`src/rtl/gate_sweep_pkg.sv`:
```
// Shared definitions for the gate sweep checker: op encodings, FSM states,
// and an op legality helper usable by any block that accepts an op code.
package gate_sweep_pkg;

  localparam logic [2:0] OP_AND  = 3'd0;
  localparam logic [2:0] OP_NAND = 3'd1;
  localparam logic [2:0] OP_OR   = 3'd2;
  localparam logic [2:0] OP_NOR  = 3'd3;
  localparam logic [2:0] OP_XOR  = 3'd4;
  localparam logic [2:0] OP_XNOR = 3'd5;

  typedef enum logic [1:0] {
    IDLE = 2'd0,
    RUN  = 2'd1,
    DONE = 2'd2
  } state_t;

  function automatic logic op_legal(input logic [2:0] op);
    return (op <= OP_XNOR);
  endfunction

endpackage

```
`src/rtl/gate_sweep_checker_ref.sv`:
```
// Combinational reference model of an N-input gate: reduces vec per op.
// Illegal ops evaluate to 0; callers are expected to reject them separately.
module gate_ref_eval
  import gate_sweep_pkg::*;
#(
  parameter int N = 3
) (
  input  logic [2:0]   op,
  input  logic [N-1:0] vec,
  output logic         expected
);

  // NOTE: a default assignment at the top of every combinational block
  // guarantees each path drives the output, so no latch is inferred.
  always_comb begin
    expected = 1'b0;
    case (op)
      OP_AND:  expected = &vec;
      OP_NAND: expected = ~&vec;
      OP_OR:   expected = |vec;
      OP_NOR:  expected = ~|vec;
      OP_XOR:  expected = ^vec;
      OP_XNOR: expected = ~^vec;
      default: expected = 1'b0;
    endcase
  end

endmodule

```
`config.mk`:
```
export PLATFORM = sky130hd
export DESIGN_NAME = gate_ref_eval
export DESIGN_NICKNAME = d
export VERILOG_FILES = /design/src/rtl/gate_sweep_pkg.sv /design/src/rtl/gate_sweep_checker_ref.sv
export SDC_FILE = /design/constraint.sdc
export NUM_CORES = 1
export LEC_CHECK = 0
export CAP_MARGIN = 30
export CORE_AREA = 2 2 39 41
export DETAILED_ROUTE_END_ITERATION = 16
export DIE_AREA = 0 0 41 43
export PLACE_DENSITY = 0.31
export SLEW_MARGIN = 15
export SYNTH_ARGS = -nofsm -noshare
export SYNTH_HDL_FRONTEND = slang
export SYNTH_SLANG_ARGS = --single-unit
```
`constraint.sdc`:
```
create_clock -name vclk -period 2.1
set_input_delay 0.63 -clock vclk [all_inputs]
set_output_delay 0.63 -clock vclk [all_outputs]
set_load 0.05 [all_outputs]
```
---- Word-level counts from Yosys, hierarchy flattened ----
Index checks and enable logic that the tools add are counted.
operators by class
  reductions and logical operators ........ 7
  equal/unequal tests ..................... 5
  mux-type cells .......................... 1
operator list
  operator                                             number
  equality test 3 x 2 -> 1 bit, second input constant  2
  equality test 3 bit, second input constant           2
  one-hot mux 1 bit (6 select lines)                   1
  equality test 3 x 1 -> 1 bit, second input constant  1
  logical NOT 3 bit                                    1
  AND reduction 3 bit                                  1
  OR reduction 3 bit                                   1
  XNOR reduction 3 bit                                 1
  parity 3 bit                                         1
  logical NOT 1 bit                                    2
word-level totals
  logic and storage cells ................. 13
  output and inout bits ................... 1
  bits of input ports ..................... 6
  bits in registers ....................... 0

---- Logic depth before layout (Yosys ltp) ----
  depth in word-level cells ............... 3
  mapped depth ............................ 5
  depth with buffers taken out ............ 5

---- Least setup slack after synthesis ----
OpenSTA, ideal clock, no wires.
  path kind ............................... input to output
  start point ............................. input vec[0]
  end point ............................... output expected
  required time ........................... 1.470 ns
  data arrival time ....................... 2.072 ns
  path buffers ............................ 0
  cell stages on the path ................. 5
  path slack .............................. -0.602 ns
  path through ............................ inv_1 > ha_1 > nor4bb_1 > a211oi_1 > o211ai_1
between the ends
  cells in the longest elaborated chain, start to end .. 3
  elaborated cells on any way between the ends .. 7
  those cells by class .................... mux (1); reduce/logical (6)
ends and longest elaborated chain
  what                                                       RTL line                                                    source
  start: declaration                                         gate_sweep_checker_ref.sv:9                                 input logic [N-1:0] vec,
  OR reduction 3 bit or AND reduction 3 bit (tied branches)  --
  logical NOT 1 bit (on tied branches)                       gate_sweep_checker_ref.sv:21, gate_sweep_checker_ref.sv:19
  one-hot mux 1 bit (6 select lines) (*)                     gate_sweep_checker_ref.sv:17                                case (op)
  end: declaration                                           gate_sweep_checker_ref.sv:10                                output logic expected
Mark *: on every way between the ends. The rest lies on a longest branch, timed or not.

---- Worst setup path after layout ----
  start point ............................. input vec[2]
  end point ............................... output expected
Same word-level chain as after synthesis.

==> results.sh <==
export IMPL_final_cells=40
export IMPL_power_leakage_nw=0.125
export IMPL_route_vias_total=147
export IMPL_period_minus_slack_ns=2.47
export IMPL_synth_nets=23
export IMPL_worstSetupPathType="input port to primary output"
export IMPL_setup_ws_ns=-0.367
export IMPL_ctsHoldBuffers=0
export IMPL_whs_endpoint="expected"
export IMPL_fp_dieArea_um2=1760
export IMPL_portBuffers=7
export IMPL_placed_cells=41
export IMPL_top_level_ports=7
export IMPL_antenna_left=0
export IMPL_min_from="op[1]"
export IMPL_antenna_found_initial=0
export IMPL_floorplan_initialDensity=0.0796
export IMPL_area_growth_synth_to_final_pct=192
export IMPL_drt_total_wl_um=381
export IMPL_period_share=1.17
export IMPL_gr_total_overflow=0
export IMPL_finalSetupViolCount=1
export IMPL_fin_nets=34
export IMPL_worst_pin_slew_ns=0.255
export IMPL_rows=14
export IMPL_wire_per_inst_um=9.53
export IMPL_drive_above_1_share=0.625
export IMPL_max_slew_margin=0.829
export IMPL_first_global_vias=145
export IMPL_n_antenna_cell=0
export IMPL_critPathMaxStageDelay_ns=0.47
export IMPL_whs_path_depth=3
export IMPL_final_hold_viol_count=0
export IMPL_netlist_area_um2=110
export IMPL_fmax_mhz=405
export IMPL_start_kind="input port"
export IMPL_required_ns=1.47
export IMPL_grt_usage=0.0480
export IMPL_cp_data_arrival_time_ns=1.84
export IMPL_drt_first_pass_iters=1
export IMPL_fp_dieW_um=41
export IMPL_drtIter0Drc=0
export IMPL_hold_slack_ns=1.79
export IMPL_nClkBuffers=0
export IMPL_yosysWarnings=0
export IMPL_seq_area_um2=0
export IMPL_critPathMaxFanout=5
export IMPL_place_ws_ns=-0.873
export IMPL_drc=0
export IMPL_drv_slew=0
export IMPL_critPathSlowestCell="or4_1"
export IMPL_status="finished, violations left"
export IMPL_rsz0062_at_grt="true"
export IMPL_cts_setup_buffers=0
export IMPL_violations="setup timing"
export IMPL_crit_path_end_kind="primary output"
export IMPL_grt_start_max_net_pins=6
export IMPL_power_density_nw_per_um2=230
export IMPL_setup_tns_final_ns=-0.367
export IMPL_vdd_drop_max_v=0.0000731
export IMPL_hp_class="input port to primary output"
export IMPL_seq_cells=0
export IMPL_grt_pass1_wl_um=627
export IMPL_cp_cell_sequence="clkdlybuf4s15_2 > a21oi_1 > or4_1 > o211ai_1 > clkbuf_16"
export IMPL_nFillCells=154
export IMPL_die_y_um=43
export IMPL_place_gp_congestion=0.471
export IMPL_cap_violations=0
export IMPL_power_w=0.0000738
export IMPL_avgViaCountPerCell=3.68
export IMPL_ys_types=12
export IMPL_dp_hpwl_um=280
export IMPL_synthCells=15
export IMPL_syn_area_per_cell_um2=7.34
export IMPL_yosysSeqAreaShare=0
export IMPL_core_area_um2=1380
-- metrics by stage --
stage               instance area (µm²)   util
floorplan                           135      -
global placement                    258  0.186
detailed placement                  258  0.186
CTS                                 312  0.225
global route                        322  0.232
finish                              322  0.232
-- metal layers --
metal / up-vias / wire [µm] / track usage
met1: 65 / 157 / 0.0665
met3: 0 / 40 / 0
met5: - / 0 / 0
li1: 75 / - / -
met4: 0 / 0 / 0
met2: 7 / 183 / 0.0844
-- power by group --
| part | total (W) | leakage, nW | internal (W) | switching, W |
|---|---|---|---|---|
| Clock | 0 | 0 | 0 | 0 |
| Sequential | 0 | 0 | 0 | 0 |
| Combinational | 0.0000738 | 0.125 | 0.0000416 | 0.0000322 |
-- cells in the final DEF (no fill, tap or decap), drive strengths merged --
cell	netlist	layout
buf	0	4
ha	2	2
dlygate4sd2	0	2
inv	2	2
nor2b	2	2
clkdlybuf4s15	0	2
xnor2	1	1
and2	1	1
nor3b	1	1
nor4bb	1	1
a211oi	1	1
a21oi	1	1
o21ai	1	1
or4	1	1
o211ai	1	1
clkbuf	0	1
-- cell type report --
cell class,count,area (µm²),share of cell area
repair buffers,9,114,0.354
well taps,16,20.0,0.0623
multi-input cells,13,168,0.521
inverters,2,20.0,0.0623
-- worst max-delay path by stage --
stage | startpoint | endpoint | depth (start not counted)
final | vec[2] | expected | 5
after CTS | vec[1] | expected | 8
after global placement | vec[1] | expected | 8
after global routing | vec[1] | expected | 7
after detailed placement | vec[1] | expected | 8
after floorplan | vec[1] | expected | 5
-- what timing repair did --
action                     4_1_cts  5_1_grt
pin swaps                        5        4
setup endpoints to repair        1        1
resized for setup               25        8
-- cell usage after synthesis --
| cell | instances | area [µm²] |
|---|---|---|
| a211oi_1 | 1 | 7.51 |
| o21ai_0 | 1 | 5.00 |
| a21oi_1 | 1 | 5.00 |
| and2_1 | 1 | 6.26 |
| o211ai_1 | 1 | 7.51 |
| inv_1 | 2 | 7.51 |
| or4_1 | 1 | 7.51 |
| ha_1 | 2 | 25.0 |
| nor2b_1 | 2 | 12.5 |
| nor4bb_1 | 1 | 10.0 |
| xnor2_1 | 1 | 8.76 |
| nor3b_1 | 1 | 7.51 |
-- worst max-delay path, delay by kind of cell --
family	cells	cell delay, ns
buf+inv	2	0.49
simple gates	1	0.47
compound gates	2	0.24
-- cells by family after synthesis --
family                   count (synthesis)  synth area share
AND/OR/NAND/NOR                          6             0.398
AO/OA/AOI/OAI                            4             0.227
adder cells (fa/ha/maj)                  2             0.227
buffers and inverters                    2            0.0682
XOR/XNOR                                 1            0.0796
Power figures use the tool's default switching activity.
